### src/rtl/hdmi_island_scheduler.sv
// HDMI data-island slot scheduler: places up to MAX_SLOTS packet slots inside each
// horizontal blanking window and arbitrates which packet source owns every slot.
module hdmi_island_scheduler #(
  parameter int SLOT_LEN     = 32,
  parameter int MAX_SLOTS    = 2,
  parameter int START_OFFSET = 0,
  parameter int STARVE_LINES = 4
) (
  input  logic                        i_pixclk,
  input  logic                        i_rst_n,
  input  logic                        i_enable,
  input  logic                        i_hSync,
  input  logic                        i_blank,
  input  logic                        i_acr_req,
  input  logic                        i_avi_req,
  input  logic                        i_aif_req,
  input  logic                        i_aud_req,
  output logic                        o_active,
  output logic                        o_slot_start,
  output logic [1:0]                  o_slot_sel,
  output logic [3:0]                  o_grant,
  output logic [$clog2(SLOT_LEN)-1:0] o_slot_cnt,
  output logic                        o_last_slot,
  output logic                        o_abort,
  output logic [3:0]                  o_pending
);
  localparam int               CNT_W     = $clog2(SLOT_LEN);
  localparam logic [1:0]       SEL_ACR   = 2'd0;
  localparam logic [1:0]       SEL_AUD   = 2'd1;
  localparam logic [1:0]       SEL_AVI   = 2'd2;
  localparam logic [1:0]       SEL_AIF   = 2'd3;
  localparam logic [CNT_W-1:0] CNT_LAST  = CNT_W'(SLOT_LEN - 1);
  localparam logic [7:0]       WAIT_LOAD = 8'((START_OFFSET > 0) ? START_OFFSET - 1 : 0);
  localparam logic [3:0]       STARVE_TH = 4'(STARVE_LINES);
  localparam logic [2:0]       SLOTS_MAX = 3'(MAX_SLOTS);

  typedef enum logic [1:0] {S_IDLE, S_WAIT, S_ARB, S_SLOT} state_t;

  state_t           r_state;
  state_t           w_state_nxt;
  logic             r_hs_p1;
  logic             r_hs_p2;
  logic [7:0]       r_wait_cnt;
  logic [CNT_W-1:0] r_slot_cnt;
  logic [1:0]       r_sel;
  logic [2:0]       r_nslot;
  logic             r_last;
  logic             r_acr_pend;
  logic             r_avi_pend;
  logic             r_aif_pend;
  logic [3:0]       r_avi_starve;
  logic [3:0]       r_aif_starve;

  logic             w_trig;
  logic [3:0]       w_pend_cur;
  logic             w_prom_avi;
  logic             w_prom_aif;
  logic             w_arb_vld;
  logic [1:0]       w_arb_sel;
  logic             w_in_slot;
  logic             w_start;
  logic             w_slot_end;
  logic             w_abort;
  logic             w_more;
  logic [3:0]       w_grant;
  logic             w_acr_nxt;
  logic             w_avi_nxt;
  logic             w_aif_nxt;
  logic             w_last_now;
  logic             w_win_end;

  // Fixed priority with starved infoframes promoted just below ACR.
  function automatic logic [1:0] f_arb(input logic [3:0] pend, input logic prom_avi,
                                       input logic prom_aif);
    logic [1:0] sel;
    sel = SEL_ACR;
    if (pend[0])                  sel = SEL_ACR;
    else if (pend[2] && prom_avi) sel = SEL_AVI;
    else if (pend[3] && prom_aif) sel = SEL_AIF;
    else if (pend[1])             sel = SEL_AUD;
    else if (pend[2])             sel = SEL_AVI;
    else if (pend[3])             sel = SEL_AIF;
    return sel;
  endfunction

  assign w_trig     = r_hs_p1 & ~r_hs_p2 & i_blank & i_enable;
  assign w_pend_cur = {r_aif_pend, r_avi_pend, i_aud_req, r_acr_pend};
  assign w_prom_avi = (r_avi_starve >= STARVE_TH);
  assign w_prom_aif = (r_aif_starve >= STARVE_TH);
  assign w_arb_vld  = |w_pend_cur;
  assign w_arb_sel  = f_arb(w_pend_cur, w_prom_avi, w_prom_aif);

  assign w_in_slot  = (r_state == S_SLOT);
  assign w_start    = w_in_slot && (r_slot_cnt == '0);
  assign w_slot_end = w_in_slot && (r_slot_cnt == CNT_LAST);
  assign w_abort    = w_in_slot && !i_blank;
  assign w_more     = (r_nslot < SLOTS_MAX) && i_enable && w_arb_vld;
  assign w_grant    = w_start ? (4'b0001 << r_sel) : 4'b0000;

  // A request arriving in the grant cycle survives the clear.
  assign w_acr_nxt  = (r_acr_pend & ~w_grant[0]) | i_acr_req;
  assign w_avi_nxt  = (r_avi_pend & ~w_grant[2]) | i_avi_req;
  assign w_aif_nxt  = (r_aif_pend & ~w_grant[3]) | i_aif_req;

  // Last-slot prediction looks at what would still be waiting once this grant lands.
  assign w_last_now = (r_nslot >= SLOTS_MAX) || !(w_acr_nxt || w_avi_nxt || w_aif_nxt || i_aud_req);
  assign w_win_end  = (r_state != S_IDLE) && (w_state_nxt == S_IDLE);

  always_ff @(posedge i_pixclk or negedge i_rst_n) begin
    if (!i_rst_n) begin
      r_state <= S_IDLE;
    end else begin
      r_state <= w_state_nxt;
    end
  end

  always_comb begin
    w_state_nxt = r_state;
    case (r_state)
      S_IDLE: begin
        if (w_trig) w_state_nxt = (START_OFFSET == 0) ? S_ARB : S_WAIT;
      end
      S_WAIT: begin
        if (!i_blank)                 w_state_nxt = S_IDLE;
        else if (r_wait_cnt == 8'd0)  w_state_nxt = S_ARB;
      end
      S_ARB: begin
        w_state_nxt = w_arb_vld ? S_SLOT : S_IDLE;
      end
      S_SLOT: begin
        if (w_abort)         w_state_nxt = S_IDLE;
        else if (w_slot_end) w_state_nxt = w_more ? S_SLOT : S_IDLE;
      end
      default: w_state_nxt = S_IDLE;
    endcase
  end

  always_comb begin
    o_active     = 1'b0;
    o_slot_start = 1'b0;
    o_slot_sel   = 2'd0;
    o_grant      = 4'b0000;
    o_slot_cnt   = '0;
    o_last_slot  = 1'b0;
    o_abort      = 1'b0;
    o_pending    = {r_aif_pend, r_avi_pend, i_aud_req, r_acr_pend};
    if (w_in_slot) begin
      o_active     = 1'b1;
      o_slot_start = w_start;
      o_slot_sel   = r_sel;
      o_grant      = w_grant;
      o_slot_cnt   = r_slot_cnt;
      o_last_slot  = w_start ? w_last_now : r_last;
      o_abort      = w_abort;
    end
  end

  always_ff @(posedge i_pixclk or negedge i_rst_n) begin
    if (!i_rst_n) begin
      r_hs_p1      <= 1'b0;
      r_hs_p2      <= 1'b0;
      r_wait_cnt   <= 8'd0;
      r_slot_cnt   <= '0;
      r_sel        <= 2'd0;
      r_nslot      <= 3'd0;
      r_last       <= 1'b0;
      r_acr_pend   <= 1'b0;
      r_avi_pend   <= 1'b0;
      r_aif_pend   <= 1'b0;
      r_avi_starve <= 4'd0;
      r_aif_starve <= 4'd0;
    end else begin
      r_hs_p1    <= i_hSync;
      r_hs_p2    <= r_hs_p1;
      r_acr_pend <= w_acr_nxt;
      r_avi_pend <= w_avi_nxt;
      r_aif_pend <= w_aif_nxt;

      if (r_state == S_IDLE)      r_wait_cnt <= WAIT_LOAD;
      else if (r_state == S_WAIT) r_wait_cnt <= r_wait_cnt - 8'd1;

      if (w_in_slot && !w_slot_end && !w_abort) r_slot_cnt <= r_slot_cnt + CNT_W'(1);
      else                                      r_slot_cnt <= '0;

      if ((r_state == S_ARB) || w_slot_end) r_sel <= w_arb_sel;

      if (r_state == S_ARB)          r_nslot <= 3'd1;
      else if (w_slot_end && w_more) r_nslot <= r_nslot + 3'd1;

      if (w_start) r_last <= w_last_now;

      // Starvation ages once per window that ends with the infoframe still waiting.
      if (w_grant[2] || !r_avi_pend)              r_avi_starve <= 4'd0;
      else if (w_win_end && r_avi_starve != 4'hF) r_avi_starve <= r_avi_starve + 4'd1;

      if (w_grant[3] || !r_aif_pend)              r_aif_starve <= 4'd0;
      else if (w_win_end && r_aif_starve != 4'hF) r_aif_starve <= r_aif_starve + 4'd1;
    end
  end
endmodule

### config.mk
export PLATFORM = sky130hd
export DESIGN_NAME = hdmi_island_scheduler
export DESIGN_NICKNAME = d
export VERILOG_FILES = /design/src/rtl/hdmi_island_scheduler.sv
export SDC_FILE = /design/constraint.sdc
export NUM_CORES = 1
export LEC_CHECK = 0
export ABC_AREA = 1
export CORE_MARGIN = 4
export CORE_UTILIZATION = 48
export DETAILED_ROUTE_END_ITERATION = 12
export PLACE_DENSITY = 0.72
export SYNTH_ARGS = -nofsm -noshare
export SYNTH_HDL_FRONTEND = slang
export SYNTH_SLANG_ARGS = --single-unit
### constraint.sdc
create_clock -name i_pixclk -period 2.1 [get_ports i_pixclk]
set_input_delay 0.525 -clock i_pixclk [delete_from_list [all_inputs] [get_ports i_pixclk]]
set_output_delay 0.525 -clock i_pixclk [all_outputs]
set_load 0.02 [all_outputs]
======== Word level (Yosys, flattened, before mapping) ========
Index checks and enable logic that the tools add are counted.
word-level totals
  register bits ........................... 34
  logic and storage cells ................. 110
  output and inout bits ................... 19
operators by class
  equality and inequality tests ........... 6
  shifts and indexed selects .............. 1
  reductions and logical operators ........ 36
  $lt $le $gt $ge ......................... 4
  $add $sub $neg .......................... 5
  muxes and demuxes ....................... 32
  bitwise gates (word level) .............. 13
operators by type and width
  cell                                                                    number
  2-bit 2-to-1 mux                                                        14
  4-bit 2-to-1 mux                                                        6
  8-bit 2-to-1 mux                                                        2
  1-bit logical AND                                                       13
  5-bit 2-to-1 mux                                                        2
  2-bit nonzero test                                                      5
  4-bit by 1-bit adder with 4-bit output (second input constant)          2
  4-bit by 3-bit >= comparator with 1-bit output (second input constant)  2
  8-bit logical NOT                                                       1
  4-bit inequality test (second input constant)                           2
  2-bit case mux with 4 select lines                                      1
  8-bit by 1-bit subtractor with 8-bit output (second input constant)     1
  1-bit logical OR                                                        7
  1-bit bitwise AND                                                       6
  1-bit logical NOT                                                       6
  3-bit 2-to-1 mux                                                        2
  5-bit by 1-bit adder with 5-bit output (second input constant)          1
  5-bit == test (second input constant)                                   1
  5-bit logical NOT                                                       1
  1-bit 2-to-1 mux                                                        5
  2-bit == test (second input constant)                                   2
  2-bit logical NOT                                                       2
  1-bit NOT                                                               4
  4-bit OR reduction                                                      1
  6 further kinds                                                         8

======== Depth between registers and ports, before layout ========
Gate-level depths: netlist (run 1).
  depth after elaboration ................. 13
  mapped depth ............................ 12
  mapped depth without buffers ............ 12

======== Worst setup path after synthesis (run 1) ========
OpenSTA, ideal clock, no wires.
  path kind ............................... flip-flop to output port
  from .................................... register r_slot_cnt[0]
  to ...................................... output port o_last_slot
  arrival time ............................ 1.532 ns
  stages on the path, launching flop included .. 10
  setup slack ............................. 0.043 ns
  required time ........................... 1.575 ns
  cells stage by stage .................... dfrtp_1 -> inv_1 -> ha_1 -> nand2_1 -> nor2_4 -> nand2_1 -> inv_1 -> or2_2 -> nand2_1 -> nor2_1
between the ends
  cells in the longest elaborated chain, start to end .. 13
  elaborated cells on any way between the ends .. 19
ends and longest elaborated chain
  what                                  line      text
  from (decl)                           44        logic [CNT_W-1:0] r_slot_cnt;
  from (signal assigned)                182       if (w_in_slot && !w_slot_end && !w_abort) r_slot_cnt <= r_slot_cnt + CNT_W'(1);
  5-bit logical NOT *                   94        assign w_start = w_in_slot && (r_slot_cnt == '0);
  1-bit logical AND *                   94
  4-bit 2-to-1 mux                      98        assign w_grant = w_start ? (4'b0001 << r_sel) : 4'b0000;
  1-bit NOT (on tied branches)          101, 102
  1-bit bitwise AND (on tied branches)  101, 102
  1-bit bitwise OR (on tied branches)   101, 102
  1-bit logical OR (3 in series)        106       assign w_last_now = (r_nslot >= SLOTS_MAX) || !(w_acr_nxt || w_avi_nxt || w_aif_nxt || i_aud_req);
  1-bit logical NOT                     106
  1-bit logical OR                      106
  1-bit 2-to-1 mux *                    --
  1-bit 2-to-1 mux *                    147       if (w_in_slot) begin
  to (decl)                             23        output logic o_last_slot,
Every way passes the cells marked *; elsewhere a longest branch is shown, timed or not.

======== Worst setup path in the final report (run 1) ========
  from .................................... register r_slot_cnt[0]
  to ...................................... output port o_last_slot
between the ends
  elaborated cells on any way between the ends .. 19
RTL lines
  what                            line  text
  5-bit logical NOT               94
  1-bit logical AND               94
  4-bit 2-to-1 mux                98
  1-bit NOT                       103   assign w_aif_nxt = (r_aif_pend & ~w_grant[3]) | i_aif_req;
  1-bit bitwise AND               103
  1-bit bitwise OR                103
  named net w_aif_nxt             68    logic w_aif_nxt;
  1-bit logical OR (2 in series)  106
  1-bit logical NOT               106
  1-bit logical OR                106
  1-bit 2-to-1 mux                --
  1-bit 2-to-1 mux                147
The timed path passes the listed nets, and every way through them passes these cells.

==> results of run 1 <==
-- stage by stage --
stage / setup WS (ns) / instance area, um^2 / power, W / instances / hold slack (ns)
2_1_floorplan: 0.0425 / 1940 / 0.00194 / 240 / 0.229
3_3_place_gp: -0.419 / 2480 / 0.00237 / 343 / 0.365
3_5_place_dp: -0.451 / 2480 / 0.00242 / 343 / 0.395
4_1_cts: -0.281 / 2640 / 0.00302 / 357 / 0.407
5_1_grt: -0.426 / 2710 / 0.00334 / 363 / 0.431
6_report: -0.305 / 2710 / 0.00305 / 363 / 0.404
-- power breakdown --
group,switching [W],internal (W),leakage [nW],total (W)
Sequential,0.000153,0.000843,0.427,0.000996
Clock,0.000250,0.000349,0.0579,0.000599
Combinational,0.000855,0.000605,1.01,0.00146
-- layout make-up --
type | count | share of cell area, %
Multi-Input combinational cell | 158 | 34.0
Sequential cell | 34 | 31.4
Timing Repair Buffer | 71 | 22.1
Inverter | 44 | 6.27
Clock buffer | 5 | 2.54
Tap cell | 48 | 2.21
Clock inverter | 3 | 1.48
-- worst min path at each step --
stage,from,cells after the start,slack (ns),endpoint
finish,r_hs_p1$_DFF_PN0_,0,0.40,r_hs_p2$_DFF_PN0_
global route,r_hs_p1$_DFF_PN0_,0,0.43,r_hs_p2$_DFF_PN0_
CTS,r_hs_p1$_DFF_PN0_,0,0.41,r_hs_p2$_DFF_PN0_
detailed placement,r_hs_p1$_DFF_PN0_,0,0.39,r_hs_p2$_DFF_PN0_
global placement,r_hs_p1$_DFF_PN0_,0,0.37,r_hs_p2$_DFF_PN0_
floorplan,i_rst_n,0,0.23,r_acr_pend$_DFF_PN0_
-- what timing repair did --
action,in CTS,in global routing
pin swaps,8,9
resized for setup,47,12
buffers inserted,6,7
setup endpoints to repair,15,16
-- state kept, by name (all words and copies together) (netlist names) --
| name | count |
|---|---|
| r_wait_cnt | 8 |
| r_slot_cnt | 5 |
| r_aif_starve | 4 |
| r_avi_starve | 4 |
| r_nslot | 3 |
| r_sel | 2 |
| r_state | 2 |
| r_acr_pend | 1 |
| r_aif_pend | 1 |
| r_avi_pend | 1 |
| r_hs_p1 | 1 |
| r_hs_p2 | 1 |
| r_last | 1 |
-- cells in the mapped netlist --
cell type,number
a21oi_1,9
a21oi_2,1
a31oi_1,1
buf_4,4
dfrtp_1,34
ha_1,9
inv_1,41
inv_2,2
inv_4,1
nand2_1,36
nand2_2,5
nand2_4,1
nand3_1,26
nand3_2,3
nand3b_4,1
nand4_1,2
nor2_1,31
nor2_2,5
nor2_4,4
nor3_1,4
nor3b_1,1
o21a_1,1
o21ai_0,7
o21ai_1,1
o21bai_1,1
o22ai_1,1
o32ai_1,2
or2_2,1
xor2_1,5
-- critical path, stage by stage, from the launching register on --
cell	delay (ns)
dfrtp_1	0.40
inv_2	0.09
ha_4	0.15
nand2_4	0.05
nor2_4	0.16
nand3_2	0.12
nand2_2	0.10
nand2_2	0.06
nor2_2	0.08
nand2_1	0.05
nand2_1	0.05
nand2_1	0.06
nor2_1	0.08
buf_4	0.14
-- routing by layer --
layer | track usage [%] | vias up | share of wire, %
met4 | 5.43 | 0 | 0.84
met5 | 0 | - | 0
met2 | 31.8 | 29 | 50
met3 | 5.19 | 6 | 3.4
li1 | - | 904 | -
met1 | 23.9 | 856 | 46
-- logic make-up after synthesis --
kind of cell | after synthesis
adder cells (fa/ha/maj) | 9
AND/OR/NAND/NOR | 120
buffers and inverters | 48
XOR/XNOR | 5
flip-flops | 34
AO/OA/AOI/OAI | 24
==> impl_metrics.tcl, run 1 <==
set metrics [dict create \
    critical_path_class "register to primary output" \
    power.density_nw_per_um2 1130 \
    synth_fa_ha_area_share_pct 5.80 \
    synth_top_area_share_pct 43.8 \
    leakage_nw 1.49 \
    path_clk_slew_ns 0.08 \
    synth_top_family_by_area "simple AND/OR/NAND/NOR gates" \
    cts_max_level 2 \
    setup_viol 5 \
    yosys-mux-area-fraction_pct 0 \
    io_buffers 27 \
    drive_above_1_share_pct 28.3 \
    ant_nets 0 \
    finalSetupTns_ns -0.752 \
    post-route-util_pct 71.9 \
    synth_area_leader_cell "dfrtp_1" \
    drv_slew 0 \
    antennaDiodeCount 0 \
    synth_compound_area_share_pct 7.16 \
    syn_to_final_growth_pct 39.8 \
    nFillCells 278 \
    groute.usage.overall_pct 19.0 \
    nets 332 \
    seq_area_um2 851 \
    core_um2 3770 \
    drt-wirelength-per-cell_um 12.5 \
    antenna_found_initial 0 \
    grt_pass1_wl_um 7710 \
    multi_input_area_um2 922 \
    first_global_vias 1730 \
    netlist_area_um2 1940 \
    crit_end "o_last_slot" \
    fin_ws_ns -0.305 \
    tightestPinTransition_ns 0.442 \
    synth_seq_area_share_pct 43.8 \
    overflow 0 \
    r2r-end "r_avi_starve[2]$_DFFE_PN0P_" \
    drt-vias-per-instance 4.94 \
    clock.fmax_mhz 416 \
    status "complete, but fails checks" \
    syn_area_per_cell_um2 8.09 \
    cts_hold_buf 0 \
    hold_path_class "register to register" \
    die-area_um2 5120 \
    ys_warn_count 0 \
    finClkSkew_ns 0.00882 \
    hold_violations 0 \
    ys_types 29 \
    cp.arrival_ns 1.88 \
    syn_inst 240 \
    dp_hpwl_um 3150 \
    io_pins 28 \
    cts_sinks 34 \
    num_rows 22 \
    rsz0062_at_grt "true" \
    violations "negative setup slack" \
    r2r_cells 12 \
    cp_data_required_time_ns 1.57 \
    synth_seq_cells 34 \
    crit_path_start_kind "register" \
    gp_congestion 0.809 \
    synth_simple_gate_area_share_pct 30.8 \
    grt_max_degree 35 \
    ir_drop_v 0.000498 \
    path_max_fanout 4 \
    initial_utilization_pct 51.5 \
    vias 1795 \
    dr.first_iter.drc_count 69 \
    post-route-period-util_pct 115 \
    syn_nets 258 \
    synth_area_leaders "dfrtp_1 44%, inv_1 7.9%, nand2_1 7.0%, nand3_1 6.7%, nor2_1 6.0%" \
    max_slew_margin_pct 70.5 \
    die_h_um 71.6 \
    clock_path_buffers 2 \
    max_cap_viol_count 0 \
    r2r-start "r_slot_cnt[0]$_DFF_PN0_" \
    cts_tree "built" \
    drc_errors 0 \
    final_cell_mix "41 x buf_4, 37 x inv_1, 35 x nand2_1" \
    cts_root_buf "clkbuf_8" \
    finalCriticalPeriod_ns 2.40 \
    routed_wl_um 4540 \
    rrSetupSlack_ns 0.06 \
    firstDrtPassIters 4 \
    die_w_um 71.6 \
    synth_xor_area_share_pct 2.26 \
    final_common_cell "buf_4" \
    cts_buffers 5 \
    critPathLaunch "r_slot_cnt[0]$_DFF_PN0_" \
    clk_latency_ns 0.29 \
    worst_setup_path_end_kind "primary output" \
]
Note: power is estimated with default switching activity, not from simulation.
==> inputs of run 2 (changes only) <==
--- a/config.mk
+++ b/config.mk
@@ -6,10 +6,11 @@
 export NUM_CORES = 1
 export LEC_CHECK = 0
 export ABC_AREA = 1
+export CAP_MARGIN = 20
 export CORE_MARGIN = 4
-export CORE_UTILIZATION = 48
+export CORE_UTILIZATION = 54
 export DETAILED_ROUTE_END_ITERATION = 12
-export PLACE_DENSITY = 0.72
+export PLACE_DENSITY = 0.79
 export SYNTH_ARGS = -nofsm -noshare
 export SYNTH_HDL_FRONTEND = slang
 export SYNTH_SLANG_ARGS = --single-unit
==> impl_metrics.tcl, run 2 (synthesis gave the netlist of run 1 again) <==
set metrics [dict create \
    worst_setup_path_end_kind "primary output" \
    drt-wirelength-per-cell_um 13.1 \
    vias 1790 \
    min_path_cells 0 \
    io_buffers 27 \
    violations "negative setup slack" \
    die_h_um 67.9 \
    crit_path_start_kind "register" \
    largestRegisters "r_wait_cnt x8, r_slot_cnt x5" \
    cts_root_buf "clkbuf_4" \
    cp.depth 13 \
    core_um2 3420 \
    clock.fmax_mhz 399 \
    finalInstanceArea_um2 2560 \
    drc_errors 0 \
    hold_violations 0 \
    rsz0062_at_grt "true" \
    dp_hpwl_um 3280 \
    post-route-util_pct 75.1 \
    hold_slack_ns 0.394 \
    die-area_um2 4620 \
    post-route-period-util_pct 119 \
    grt_max_degree 35 \
    regMostFlops "r_wait_cnt" \
    cp_data_required_time_ns 1.57 \
    cp_top_family "simple AND/OR/NAND/NOR gates" \
    gp_congestion 0.750 \
    final_common_cell "inv_1" \
    antenna_found_initial 0 \
    tightestPinTransition_ns 0.450 \
    power.density_nw_per_um2 1130 \
    cts_sinks 34 \
    die_w_um 67.9 \
    rrSetupSlack_ns 0.13 \
    finClkSkew_ns 0.00429 \
    finalCriticalPeriod_ns 2.51 \
    drive_above_1_share_pct 26.2 \
    final_cell_mix "37 x inv_1, 34 x dfrtp_1, 33 x nand2_1, 33 x buf_4, 31 x nor2_1" \
    path_cells "inv_2, ha_4, nand2_2, nor2_4, nand3_2, nand2_2, nand2_2, nor2_2, nand2_1, nand2_1, nand2_2, nor2_1, buf_4" \
    ir_drop_v 0.000704 \
    cp_slowest_cell "dfrtp_1" \
    initial_utilization_pct 56.8 \
    clk_latency_ns 0.34 \
    critPathLaunch "r_slot_cnt[1]$_DFF_PN0_" \
    status "complete, but fails checks" \
    groute.usage.overall_pct 22.1 \
    placed_cells 338 \
    grt_pass1_wl_um 7580 \
    num_rows 21 \
    largest_reg_flops 8 \
    first_global_vias 1730 \
    nets 319 \
    antennaDiodeCount 0 \
    firstDrtPassIters 4 \
    routed_wl_um 4580 \
    cp_common_cell "nand2_2" \
    ant_nets 0 \
    max_slew_margin_pct 70.0 \
    hold_path_class "register to register" \
    leakage_nw 1.39 \
    fin_ws_ns -0.406 \
    slowest_delay_ns 0.43 \
    drt-vias-per-instance 5.14 \
    clock_path_buffers 2 \
    overflow 0 \
    syn_to_final_growth_pct 32.1 \
    min_from "r_hs_p1$_DFF_PN0_" \
    r2r_cells 12 \
    setup_viol 6 \
    max_cap_viol_count 0 \
    cts_buffers 5 \
    r2r-start "r_slot_cnt[1]$_DFF_PN0_" \
    path_buf_inv 2 \
    drv_slew 0 \
    path_clk_slew_ns 0.11 \
    cts_max_level 2 \
    critical_path_class "register to primary output" \
    dr.first_iter.drc_count 92 \
    io_pins 28 \
    cp.arrival_ns 1.98 \
    cts_tree "built" \
    path_max_fanout 4 \
    postPlaceCellArea_um2 2460 \
    final_cells 348 \
]
-- run 2: cell count changes in the layout (fill, tap and decap cells not counted), sizes merged --
| cell | previous run | this run |
|---|---|---|
| dlymetal6s2s | 1 | 0 |
| clkbuf | 5 | 6 |
| buf | 50 | 37 |
| clkinvlp | 0 | 1 |
| clkinv | 2 | 1 |
| dlygate4sd2 | 8 | 9 |
| bufinv | 1 | 0 |
-- run 2: metrics by stage --
step | setup slack [ns] | setup TNS [ns] | total power (W)
floorplan | 0.0425 | 0 | 0.00194
global placement | -0.428 | -1.28 | 0.00239
detailed placement | -0.452 | -1.47 | 0.00244
CTS | -0.348 | -0.501 | 0.00285
global route | -0.548 | -1.37 | 0.00315
finish | -0.406 | -0.608 | 0.00291
-- run 2: cell type report --
cell class	instances	area (um^2)
Sequential cell	34	851
Fill cell	257	852
Clock buffer	6	51.3
Timing Repair Buffer	58	492
Inverter	44	168
Tap cell	46	57.6
Multi-Input combinational cell	158	932
Clock inverter	2	12.5
-- run 2: final timing paths --
check                                              end
max                                        o_last_slot
max in group asynchronous  r_aif_starve[0]$_DFFE_PN0P_
max reg2reg                r_aif_starve[3]$_DFFE_PN0P_
min reg2reg                          r_hs_p2$_DFF_PN0_
min                                  r_hs_p2$_DFF_PN0_
min in group asynchronous      r_slot_cnt[3]$_DFF_PN0_
-- run 2: report_power, final --
group,total [W],internal (W),switching (W)
clock network,0.000399,0.000161,0.000238
logic,0.00151,0.000613,0.000900
registers,0.000997,0.000841,0.000156
total,0.00291,0.00162,0.00129
-- run 2: per-layer routing --
layer  track usage [%]  vias up  wire, um
met2              37.5       41      2260
met4              7.69        0        88
met3              6.08       10       218
met5                 0        -         0
li1                  -      881         -
met1              26.8      858      2010
-- run 2: repair_timing --
item                                    4_1_cts  5_1_grt
endpoints found under the setup margin       16       11
gates cloned                                  0        0
pin swaps                                     3        2
gates resized for setup                      50        9
buffers inserted                              1        1
hold buffers                                  0        0
==> inputs of run 3 (changes only) <==
--- a/config.mk
+++ b/config.mk
@@ -11,6 +11,7 @@
 export CORE_UTILIZATION = 54
 export DETAILED_ROUTE_END_ITERATION = 12
 export PLACE_DENSITY = 0.79
+export SKIP_LAST_GASP = 1
 export SYNTH_ARGS = -nofsm -noshare
 export SYNTH_HDL_FRONTEND = slang
 export SYNTH_SLANG_ARGS = --single-unit
==> constraint.sdc (replaced) <==
create_clock -name i_pixclk -period 2.8 [get_ports i_pixclk]
set_input_delay 0.7 -clock i_pixclk [delete_from_list [all_inputs] [get_ports i_pixclk]]
set_output_delay 0.7 -clock i_pixclk [all_outputs]
set_load 0.02 [all_outputs]
==> impl_metrics.tcl, run 3 (synthesis gave the netlist of run 1 again) <==
set metrics [dict create \
    ir_drop_v 0.000456 \
    use_met3_pct 7.88 \
    leakage_nw 1.25 \
    vias 1615 \
    largestRegisters "r_wait_cnt x8, r_slot_cnt x5" \
    finalCriticalPeriod_ns 2.71 \
    regMostFlops "r_wait_cnt" \
    cts_sinks 34 \
    cts_buffers 5 \
    nFillCells 270 \
    pwr-share-comb_pct 49.2 \
    die_h_um 67.9 \
    io_buffers 27 \
    drt-vias-per-instance 4.94 \
    critical_path_class "register to primary output" \
    post-route-period-util_pct 97.0 \
    ant_nets 0 \
    cp_data_required_time_ns 2.10 \
    largest_reg_flops 8 \
    die_w_um 67.9 \
    finalSetupTns_ns 0 \
    p_sw_share_pct 43.6 \
    antenna_found_initial 0 \
    pwr-share-clk_pct 13.9 \
    groute.usage.overall_pct 20.2 \
    hold_violations 0 \
    grt_pass1_wl_um 7000 \
    drt-wirelength-per-cell_um 11.9 \
    tightestPinTransition_ns 0.434 \
    drive_above_1_share_pct 16.4 \
    crit_path_start_kind "register" \
    first_global_vias 1638 \
    grt_max_degree 35 \
    num_rows 21 \
    final_cell_mix "39 x inv_1, 35 x nand2_1, 34 x dfrtp_1" \
    drv_slew 0 \
    cts_root_buf "clkbuf_4" \
    grtUsageMet2_pct 33.6 \
    initial_utilization_pct 56.8 \
    io_pins 28 \
    max_slew_margin_pct 71.1 \
    die-area_um2 4620 \
    cts_max_level 2 \
    clock.fmax_mhz 368 \
    worst_setup_path_end_kind "primary output" \
    hold_path_class "register to register" \
    gp_congestion 0.813 \
    finClkSkew_ns 0.00606 \
    final_common_cell "inv_1" \
    power.density_nw_per_um2 854 \
    cts_hold_buf 0 \
    clock_path_buffers 2 \
    busiest_layer "met2" \
    postPlaceCellArea_um2 2290 \
    core_um2 3420 \
    finalInstanceArea_um2 2390 \
    status "finished, final reports clean" \
    path_clk_slew_ns 0.11 \
    clk_latency_ns 0.33 \
    cts_tree "built" \
    path_max_fanout 4 \
    cp.arrival_ns 2.01 \
    antennaDiodeCount 0 \
    firstDrtPassIters 4 \
    dp_hpwl_um 2870 \
    overflow 0 \
    routed_wl_um 3910 \
    use_met1_pct 24.6 \
    internal_power_w 0.00115 \
    syn_to_final_growth_pct 23.1 \
    setup_viol 0 \
    dr.first_iter.drc_count 95 \
    nets 298 \
    max_cap_viol_count 0 \
    power_switching_w 0.000890 \
    p_seq_share_pct 36.8 \
    drc_errors 0 \
    rsz0062_at_grt "true" \
]
## run 3: routing by layer
layer / up-vias / share of wire [%]
li1: 840 / -
met4: 0 / 0.46
met1: 743 / 48
met2: 30 / 46
met3: 2 / 4.9
met5: - / 0
## run 3: layout make-up
cell class / instances / area [um^2] / area share, %
Sequential cell: 34 / 851 / 35.6
Multi-Input combinational cell: 158 / 912 / 38.2
Clock inverter: 1 / 5.00 / 0.209
Clock buffer: 7 / 55.1 / 2.30
Timing Repair Buffer: 37 / 342 / 14.3
Inverter: 44 / 168 / 7.02
Tap cell: 46 / 57.6 / 2.41
## run 3: repair_timing
action	in CTS	in global routing
cloned	0	0
setup buffers	0	3
pin swaps	0	11
setup endpoints to repair	2	4
gates resized for setup	4	8
## run 3: path summary, 6_finish.rpt
kind,startpoint,to,slack (ns),depth (start not counted)
hold / removal,r_hs_p1$_DFF_PN0_,r_hs_p2$_DFF_PN0_,0.39,0
max in group asynchronous,i_rst_n,r_avi_starve[3]$_DFFE_PN0P_,1.71,2
min in group asynchronous,i_rst_n,r_wait_cnt[3]$_DFFE_PN0P_,0.78,2
hold reg to reg,r_hs_p1$_DFF_PN0_,r_hs_p2$_DFF_PN0_,0.39,0
setup / recovery,r_slot_cnt[1]$_DFF_PN0_,o_last_slot,0.09,13
setup reg to reg,r_slot_cnt[0]$_DFF_PN0_,r_aif_starve[3]$_DFFE_PN0P_,0.89,12
## run 3: stage by stage
| stage | util (%) | instances | hold slack, ns | power [W] | setup slack (ns) |
|---|---|---|---|---|---|
| detailed placement | 67.1 | 316 | 0.369 | 0.00173 | -0.0901 |
| global route | 70.0 | 327 | 0.399 | 0.00226 | -0.0374 |
| finish | 70.0 | 327 | 0.385 | 0.00204 | 0.0853 |
| floorplan | - | 240 | 0.355 | 0.00146 | 0.568 |
| global placement | 67.1 | 316 | 0.368 | 0.00171 | -0.0724 |
| CTS | 68.8 | 324 | 0.387 | 0.00203 | 0.0142 |
## run 3: power by group through the flow
stage | Clock [W] | Sequential [W] | Combinational, W
4_1_cts | 0.000297 | 0.000749 | 0.000981
5_1_grt | 0.000326 | 0.000771 | 0.00116
6_report | 0.000284 | 0.000752 | 0.00101
3_3_place_gp | 0 | 0.000752 | 0.000957
2_1_floorplan | 0 | 0.000741 | 0.000714
3_5_place_dp | 0 | 0.000758 | 0.000976
## run 3: worst max-delay path, cell delays in order (launching register included)
cell and delay (ns):
dfrtp_1 0.41, inv_2 0.09, ha_4 0.14, nand2_4 0.05, nor2_4 0.14, nand3_2 0.11
nand2_2 0.10, nand2_2 0.06, nor2_2 0.09, nand2_1 0.05, nand2_1 0.06, nand2_1 0.06
nor2_1 0.15, buf_4 0.17
